--- config.mk ---
export PLATFORM = sky130hd
export DESIGN_NAME = muldiv_unit
export DESIGN_NICKNAME = d
export VERILOG_FILES = /design/src/rtl/muldiv_unit.sv
export SDC_FILE = /design/constraint.sdc
export NUM_CORES = 1
export LEC_CHECK = 0
export CORE_MARGIN = 3
export CORE_UTILIZATION = 45
export CTS_BUF_LIST = sky130_fd_sc_hd__clkbuf_4
export DETAILED_ROUTE_END_ITERATION = 8
export GPL_ROUTABILITY_DRIVEN = 0
export PLACE_DENSITY = 0.66
export SYNTH_ARGS = -nofsm -noshare
export SYNTH_HDL_FRONTEND = slang
export SYNTH_SLANG_ARGS = --single-unit
--- constraint.sdc ---
create_clock -name clk -period 3.64 [get_ports clk]
set_input_delay 0.728 -clock clk [delete_from_list [all_inputs] [get_ports clk]]
set_output_delay 0.728 -clock clk [all_outputs]
set_load 0.02 [all_outputs]
--- src/rtl/muldiv_unit.sv ---
// Iterative multiply/divide sequencer owning the HI/LO registers.
// One shift-add or restoring shift-subtract step per cycle, sign fix-up at the end.
module muldiv_unit #(
    parameter int WIDTH = 32
) (
    input  logic             clk,
    input  logic             reset,
    input  logic             start,
    input  logic [1:0]       op,
    input  logic [WIDTH-1:0] A,
    input  logic [WIDTH-1:0] B,
    input  logic             hi_we,
    input  logic             lo_we,
    input  logic [WIDTH-1:0] wdata,
    output logic             busy,
    output logic             done,
    output logic             dz,
    output logic [WIDTH-1:0] hi,
    output logic [WIDTH-1:0] lo
);

    typedef enum logic [1:0] {IDLE, CALC, FIX, DONE} state_t;

    localparam int CW = $clog2(WIDTH);
    localparam logic [CW-1:0] LAST = CW'(WIDTH - 1);

    state_t           state;
    logic [CW-1:0]    cnt;
    logic             is_div;
    logic             neg_q;
    logic             neg_r;
    logic [WIDTH-1:0] opnd;
    logic [WIDTH-1:0] acc;
    logic [WIDTH-1:0] wlo;

    logic             s_a;
    logic             s_b;
    logic [WIDTH-1:0] a_mag;
    logic [WIDTH-1:0] b_mag;
    logic [WIDTH:0]   add;
    logic [WIDTH:0]   shifted;
    logic [WIDTH:0]   trial;
    logic [2*WIDTH-1:0] prod;
    logic [WIDTH-1:0] quot;
    logic [WIDTH-1:0] rem;

    assign s_a   = ~op[0] & A[WIDTH-1];
    assign s_b   = ~op[0] & B[WIDTH-1];
    assign a_mag = s_a ? -A : A;
    assign b_mag = s_b ? -B : B;

    assign add     = {1'b0, acc} + (wlo[0] ? {1'b0, opnd} : '0);
    assign shifted = {acc, wlo[WIDTH-1]};
    assign trial   = shifted - {1'b0, opnd};

    // Magnitudes are unsigned; the final sign is restored in FIX.
    assign prod = neg_q ? -{acc, wlo} : {acc, wlo};
    assign quot = neg_q ? -wlo : wlo;
    assign rem  = neg_r ? -acc : acc;

    always_ff @(posedge clk) begin
        if (!reset) begin
            state  <= IDLE;
            cnt    <= '0;
            is_div <= 1'b0;
            neg_q  <= 1'b0;
            neg_r  <= 1'b0;
            opnd   <= '0;
            acc    <= '0;
            wlo    <= '0;
            busy   <= 1'b0;
            done   <= 1'b0;
            dz     <= 1'b0;
            hi     <= '0;
            lo     <= '0;
        end else begin
            done <= 1'b0;
            unique case (state)
                IDLE, DONE: begin
                    if (start) begin
                        is_div <= op[1];
                        neg_q  <= s_a ^ s_b;
                        neg_r  <= s_a;
                        opnd   <= op[1] ? b_mag : a_mag;
                        wlo    <= op[1] ? a_mag : b_mag;
                        acc    <= '0;
                        cnt    <= '0;
                        dz     <= op[1] && (B == '0);
                        busy   <= 1'b1;
                        state  <= CALC;
                    end else begin
                        if (hi_we) hi <= wdata;
                        if (lo_we) lo <= wdata;
                        state <= IDLE;
                    end
                end
                CALC: begin
                    if (is_div) begin
                        acc <= trial[WIDTH] ? shifted[WIDTH-1:0]
                                            : trial[WIDTH-1:0];
                        wlo <= {wlo[WIDTH-2:0], ~trial[WIDTH]};
                    end else begin
                        acc <= add[WIDTH:1];
                        wlo <= {add[0], wlo[WIDTH-1:1]};
                    end
                    cnt <= cnt + 1'b1;
                    if (cnt == LAST) state <= FIX;
                end
                FIX: begin
                    // Divide by zero leaves rem == A after sign fix-up.
                    if (is_div) begin
                        hi <= rem;
                        lo <= dz ? '1 : quot;
                    end else begin
                        hi <= prod[2*WIDTH-1:WIDTH];
                        lo <= prod[WIDTH-1:0];
                    end
                    busy  <= 1'b0;
                    done  <= 1'b1;
                    state <= DONE;
                end
                default: state <= IDLE;
            endcase
        end
    end

endmodule

; Word-level counts from Yosys, hierarchy flattened
; Cells that the tools add are included.
; W data, S select, Z words.
[word_totals]
output_inout_bits = 67
in_bits = 103
word_cells = 78
reg_bits = 173
[op_classes]
mux = 32
n_reduce_logical = 11
addsub = 8
eq_ne = 9
bitwise_logic = 5
[ops]
columns = op, count
row1 = $mux W32, 19
row2 = $pmux W32 S2, 4
row3 = $neg A32 Y32, 4
row4 = $mux W64, 1
row5 = $neg A64 Y64, 1
row6 = $add A32 B32 Y33, 1
row7 = $sub A33 B32 Y33, 1
row8 = $logic_not A32 Y1, 1
row9 = $ne A2 B2 Y1 const B, 5
row10 = $pmux W5 S2, 1
row11 = $pmux W2 S3, 1
row12 = $reduce_and A2 Y1, 3
row13 = $reduce_and A3 Y1, 2
row14 = $add A5 B1 Y5 const B, 1
row15 = $eq A5 B5 Y1 const B, 1
row16 = $mux W5, 1
row17 = $eq A2 B2 Y1 const B, 2
row18 = $reduce_bool A2 Y1, 2
row19 = $mux W1, 3
row20 = $and A1 B1 Y1, 2
row21 = $eq A2 B1 Y1 const B, 1
row22 = $logic_not A2 Y1, 1
row23 = $mux W2, 1
row24 = $not A1 Y1, 2
row25 = 4 further kinds, 4

; Longest topological paths before layout
[depth]
ltp_word = 6
ltp_mapped = 16
depth_no_buf = 14

; Worst setup path before layout
; OpenSTA, ideal clock, no wires.
[synth_timing]
kind = reg-to-reg
startpoint = register wlo[0]
endpoint = register acc[31]
n_path_buf = 3
required_ns = 3.567
setup_slack_ns = 0.357
stages_incl_launch_ff = 17
arrival_ns = 3.210
period_less_slack_ns = 3.283
setup_ns = 0.073
path_cell_list = dfxtp_1 -> clkbuf_1 -> inv_1 -> clkbuf_1 -> nor2_1 -> ha_1 -> clkbuf_1 -> nand3_1 -> or4_1 -> a211oi_1 -> nand2b_1 -> a21oi_1 -> o21ai_0 -> a21o_1 -> a211o_1 -> a22oi_1 -> nor3_2
[synth_between]
elab_chain_len = 4
[synth_rtl]
columns = item, line
row1 = start: declaration, 34  ; logic [WIDTH-1:0] wlo;
row2 = start signal: assignment, 85  ; wlo <= op[1] ? a_mag : b_mag;
row3 = start signal: assignment, 101  ; wlo <= {wlo[WIDTH-2:0], ~trial[WIDTH]};
row4 = start signal: assignment, 104  ; wlo <= {add[0], wlo[WIDTH-1:1]};
row5 = $mux W32, 52  ; assign add = {1'b0, acc} + (wlo[0] ? {1'b0, opnd} : '0);
row6 = $add A32 B32 Y33, 52
row7 = $mux W32, 98  ; if (is_div) begin
row8 = $pmux W32 S2, 78  ; unique case (state)
row9 = end signal: assignment, 99  ; acc <= trial[WIDTH] ? shifted[WIDTH-1:0]
row10 = end signal: assignment, 103  ; acc <= add[WIDTH:1];
row11 = end: declaration, 33  ; logic [WIDTH-1:0] acc;
; Every way passes these cells.
; A chain may end at the register's enable or synchronous reset.

; Worst setup path in the final report
[layout_timing]
startpoint = register wlo[0]
endpoint = register acc[15]
; Same word-level chain as after synthesis.

==> results.sh <==
export IMPL_power_density_nw_per_um2=659
export IMPL_worstReg2RegEnd="acc[15]$_SDFFE_PN0P_"
export IMPL_net_switching_power_mw=5.60
export IMPL_met2WireLength_mm=22.6
export IMPL_power_frac_seq_pct=26.7
export IMPL_pin_count=170
export IMPL_wl_met3_mm=4.66
export IMPL_p_sw_share_pct=49.5
export IMPL_clk_latency_ns=0.64
export IMPL_period_needed_ns=3.43
export IMPL_dr_total_vias=15400
export IMPL_min_path_cells=2
export IMPL_end_kind="flop"
export IMPL_cts_tree="done"
export IMPL_grt_max_degree=71
export IMPL_wl_per_cell_um=21.2
export IMPL_fmax_ghz=0.291
export IMPL_cts_buffers=17
export IMPL_setup_viol=0
export IMPL_yosys_warnings=0
export IMPL_relSlewSlack_pct=42.4
export IMPL_die_x_um=185
export IMPL_drive_gt1_share_pct=8.90
export IMPL_synth_top_area_cell="dfxtp_1"
export IMPL_reg2reg_slack_ns=0.21
export IMPL_ys_top_cells_by_area="dfxtp_1, a21oi_1, ha_1"
export IMPL_ys_seq_area_share_pct=24.1
export IMPL_drt_iter0_drc=1735
export IMPL_intPower_mw=5.72
export IMPL_initial_utilization_pct=46.3
export IMPL_finalPower_mw=11.3
export IMPL_p_comb_share_pct=61.6
export IMPL_cts_max_path_buffers=2
export IMPL_skew_ns=0.0324
export IMPL_ys_types=81
export IMPL_period_share_pct=94.3
export IMPL_synth_nets=2109
export IMPL_finalHoldViolations=0
export IMPL_overflow=0
export IMPL_r2r_cells=15
export IMPL_dpl_hpwl_mm=41.3
export IMPL_syn_avg_cell_area_sq_um=7.44
export IMPL_cts_htree_levels=4
export IMPL_syn_area_sq_um=14400
export IMPL_required_ns=4.17
export IMPL_tns_ns=0
export IMPL_core_sq_um=31000
export IMPL_synth_seq_cells=173
export IMPL_io_buffers=169
export IMPL_synth_cells=1931
export IMPL_r2r_start="wlo[0]$_SDFFE_PN0P_"
export IMPL_hold_buffers=0
export IMPL_rsz0062_at_grt="no"
export IMPL_clkSinkCount=173
export IMPL_firstDrtPassIters=7
export IMPL_cp_arrival_ns=3.96
export IMPL_synth_edf_count=0
export IMPL_async_flop_share_pct=0
export IMPL_syn_to_final_growth_pct=19.5
export IMPL_vias_per_cell=6.18
export IMPL_dp_cells=2464
export IMPL_top_layer="met4"
export IMPL_layout_cells_most_common="nor2_1"
export IMPL_nets=2267
export IMPL_drv_slew=0
export IMPL_min_path_type="flop to flop"
export IMPL_rows=64
export IMPL_clockRootBuffer="clkbuf_4"
export IMPL_final_cell_mix="nor2_1, a21oi_1, nand2_1, dfxtp_1, clkdlybuf4s50_1"
export IMPL_synth_main_ff_cell="dfxtp_1"
export IMPL_track_usage_pct=30.0
export IMPL_chipHeight_um=185
export IMPL_start_kind="flop"
export IMPL_status="finished clean"
export IMPL_cp_endpoint="acc[15]$_SDFFE_PN0P_"
export IMPL_p_leak_nw=6.84
export IMPL_routed_wirelength_mm=52.9
export IMPL_critPathMaxFanout=13
export IMPL_drt_met1_wl_mm=23.5
export IMPL_yosys_area_top_type_share_pct=24.1
export IMPL_grt_first_pass_wirelength_mm=80.4
export IMPL_post_route_util_pct=55.4
export IMPL_path_clk_slew_ns=0.15
export IMPL_finalNonFillerCells=2499
export IMPL_max_cap_violations=0
export IMPL_critPathLaunch="wlo[0]$_SDFFE_PN0P_"
export IMPL_ant_nets=0
export IMPL_antenna_found_initial=1
export IMPL_dieArea_sq_um=34100
export IMPL_drc=0
export IMPL_ir_worst_vdd_mv=0.415
export IMPL_clkPwrFrac_pct=11.7
export IMPL_crit_type="flop to flop"
export IMPL_worst_pin_slew_ns=0.862
export IMPL_first_global_vias=13900
[registers in the layout, summed over array words and instances, names as in the netlist, 2 cells and up]
register and cells:
acc 32, hi 32, lo 32, opnd 32
wlo 32, cnt 5, state 2
[worst min-delay path by stage]
stage          slack, ns               endpoint             startpoint
5_1_grt             0.48    lo[19]$_SDFFE_PN0P_    lo[19]$_SDFFE_PN0P_
3_3_place_gp        0.44     lo[5]$_SDFFE_PN0P_     lo[5]$_SDFFE_PN0P_
4_1_cts             0.46     lo[5]$_SDFFE_PN0P_     lo[5]$_SDFFE_PN0P_
6_report            0.46     lo[5]$_SDFFE_PN0P_     lo[5]$_SDFFE_PN0P_
3_5_place_dp        0.44    lo[19]$_SDFFE_PN0P_    lo[19]$_SDFFE_PN0P_
2_1_floorplan       0.43  opnd[10]$_SDFFE_PN0P_  opnd[10]$_SDFFE_PN0P_
[critical path: stages, from the launching register on]
cell,delay [ns]
dfxtp_1,0.40
clkinvlp_4,0.23
buf_4,0.24
nor2_1,0.11
ha_1,0.29
a21o_1,0.20
nor3_1,0.27
a21oi_1,0.16
a31oi_2,0.27
o21ai_0,0.15
a2111oi_1,0.45
a41o_1,0.14
o21ai_0,0.09
buf_4,0.18
o221ai_1,0.07
o21ai_1,0.08
[area by class of cell]
class | count | area (sq um)
fillers | 2873 | 13800
flip-flops and latches | 173 | 3460
diodes | 1 | 2.50
well taps | 396 | 495
clock buffers | 20 | 150
inverters | 70 | 267
clock inverters | 12 | 174
repair buffers | 270 | 2450
multi-input cells | 1557 | 10200
[kinds of logic (layout without fill, tap and decap cells)]
kind of cell / after synthesis / in the layout / share of synthesized area [%]
AOI/OAI and AO/OA: 631 / 631 / 28.2
xor gates and xnor gates: 173 / 173 / 10.6
adders and majority gates: 75 / 75 / 6.64
buffers and inverters: 201 / 372 / 5.46
DFF: 173 / 173 / 24.1
muxes: 80 / 80 / 5.69
other: 0 / 1 / 0
and+or+nand+nor: 598 / 598 / 19.3
[power by group through the flow]
stage | clock network (mW) | registers [mW] | logic [mW]
floorplan | 0 | 3.25 | 4.18
global placement | 0 | 3.03 | 6.70
detailed placement | 0 | 3.05 | 6.80
CTS | 1.32 | 3.00 | 6.83
global route | 1.39 | 3.08 | 7.48
finish | 1.32 | 3.02 | 6.97
[cell usage after synthesis, drive strengths merged, types with 4 or more instances]
cell type / number
mux2i: 67
o22ai: 7
a211o: 4
and2: 14
nand2b: 27
or2: 8
buf: 19
o211ai: 16
o21ai: 152
ha: 73
clkbuf: 112
a221oi: 11
nor4: 20
o21a: 5
mux2: 13
xnor2: 88
o41ai: 14
or4: 14
and3: 12
o31ai: 27
a31o: 4
a32o: 5
a211oi: 68
o21bai: 6
o221ai: 27
xor2: 85
nor2b: 16
dfxtp: 173
a311oi: 7
a22oi: 18
a21o: 37
a31oi: 15
nor3: 53
nor2: 194
a21oi: 189
or3: 9
nand4: 7
nand3: 38
nand2: 178
inv: 70
[layer usage]
layer / vias up / track usage, %
met1: 7226 / 42.8
met3: 92 / 4.42
met5: - / 0
met2: 801 / 45.5
met4: 0 / 12.1
li1: 7317 / -
[per-stage QoR]
stage	cell area, sq um	worst slack (ns)	hold WS (ns)
after floorplan	14400	0.357	0.432
after global placement	16800	0.146	0.438
after detailed placement	16800	0.0964	0.444
after CTS	17100	0.167	0.462
after global routing	17200	0.0287	0.483
final	17200	0.209	0.463
[repair_timing]
action,CTS,global route
gates resized for setup,0,5
setup buffers,0,2
endpoints found under the setup margin,0,13
(Power assumes the default switching activity.)
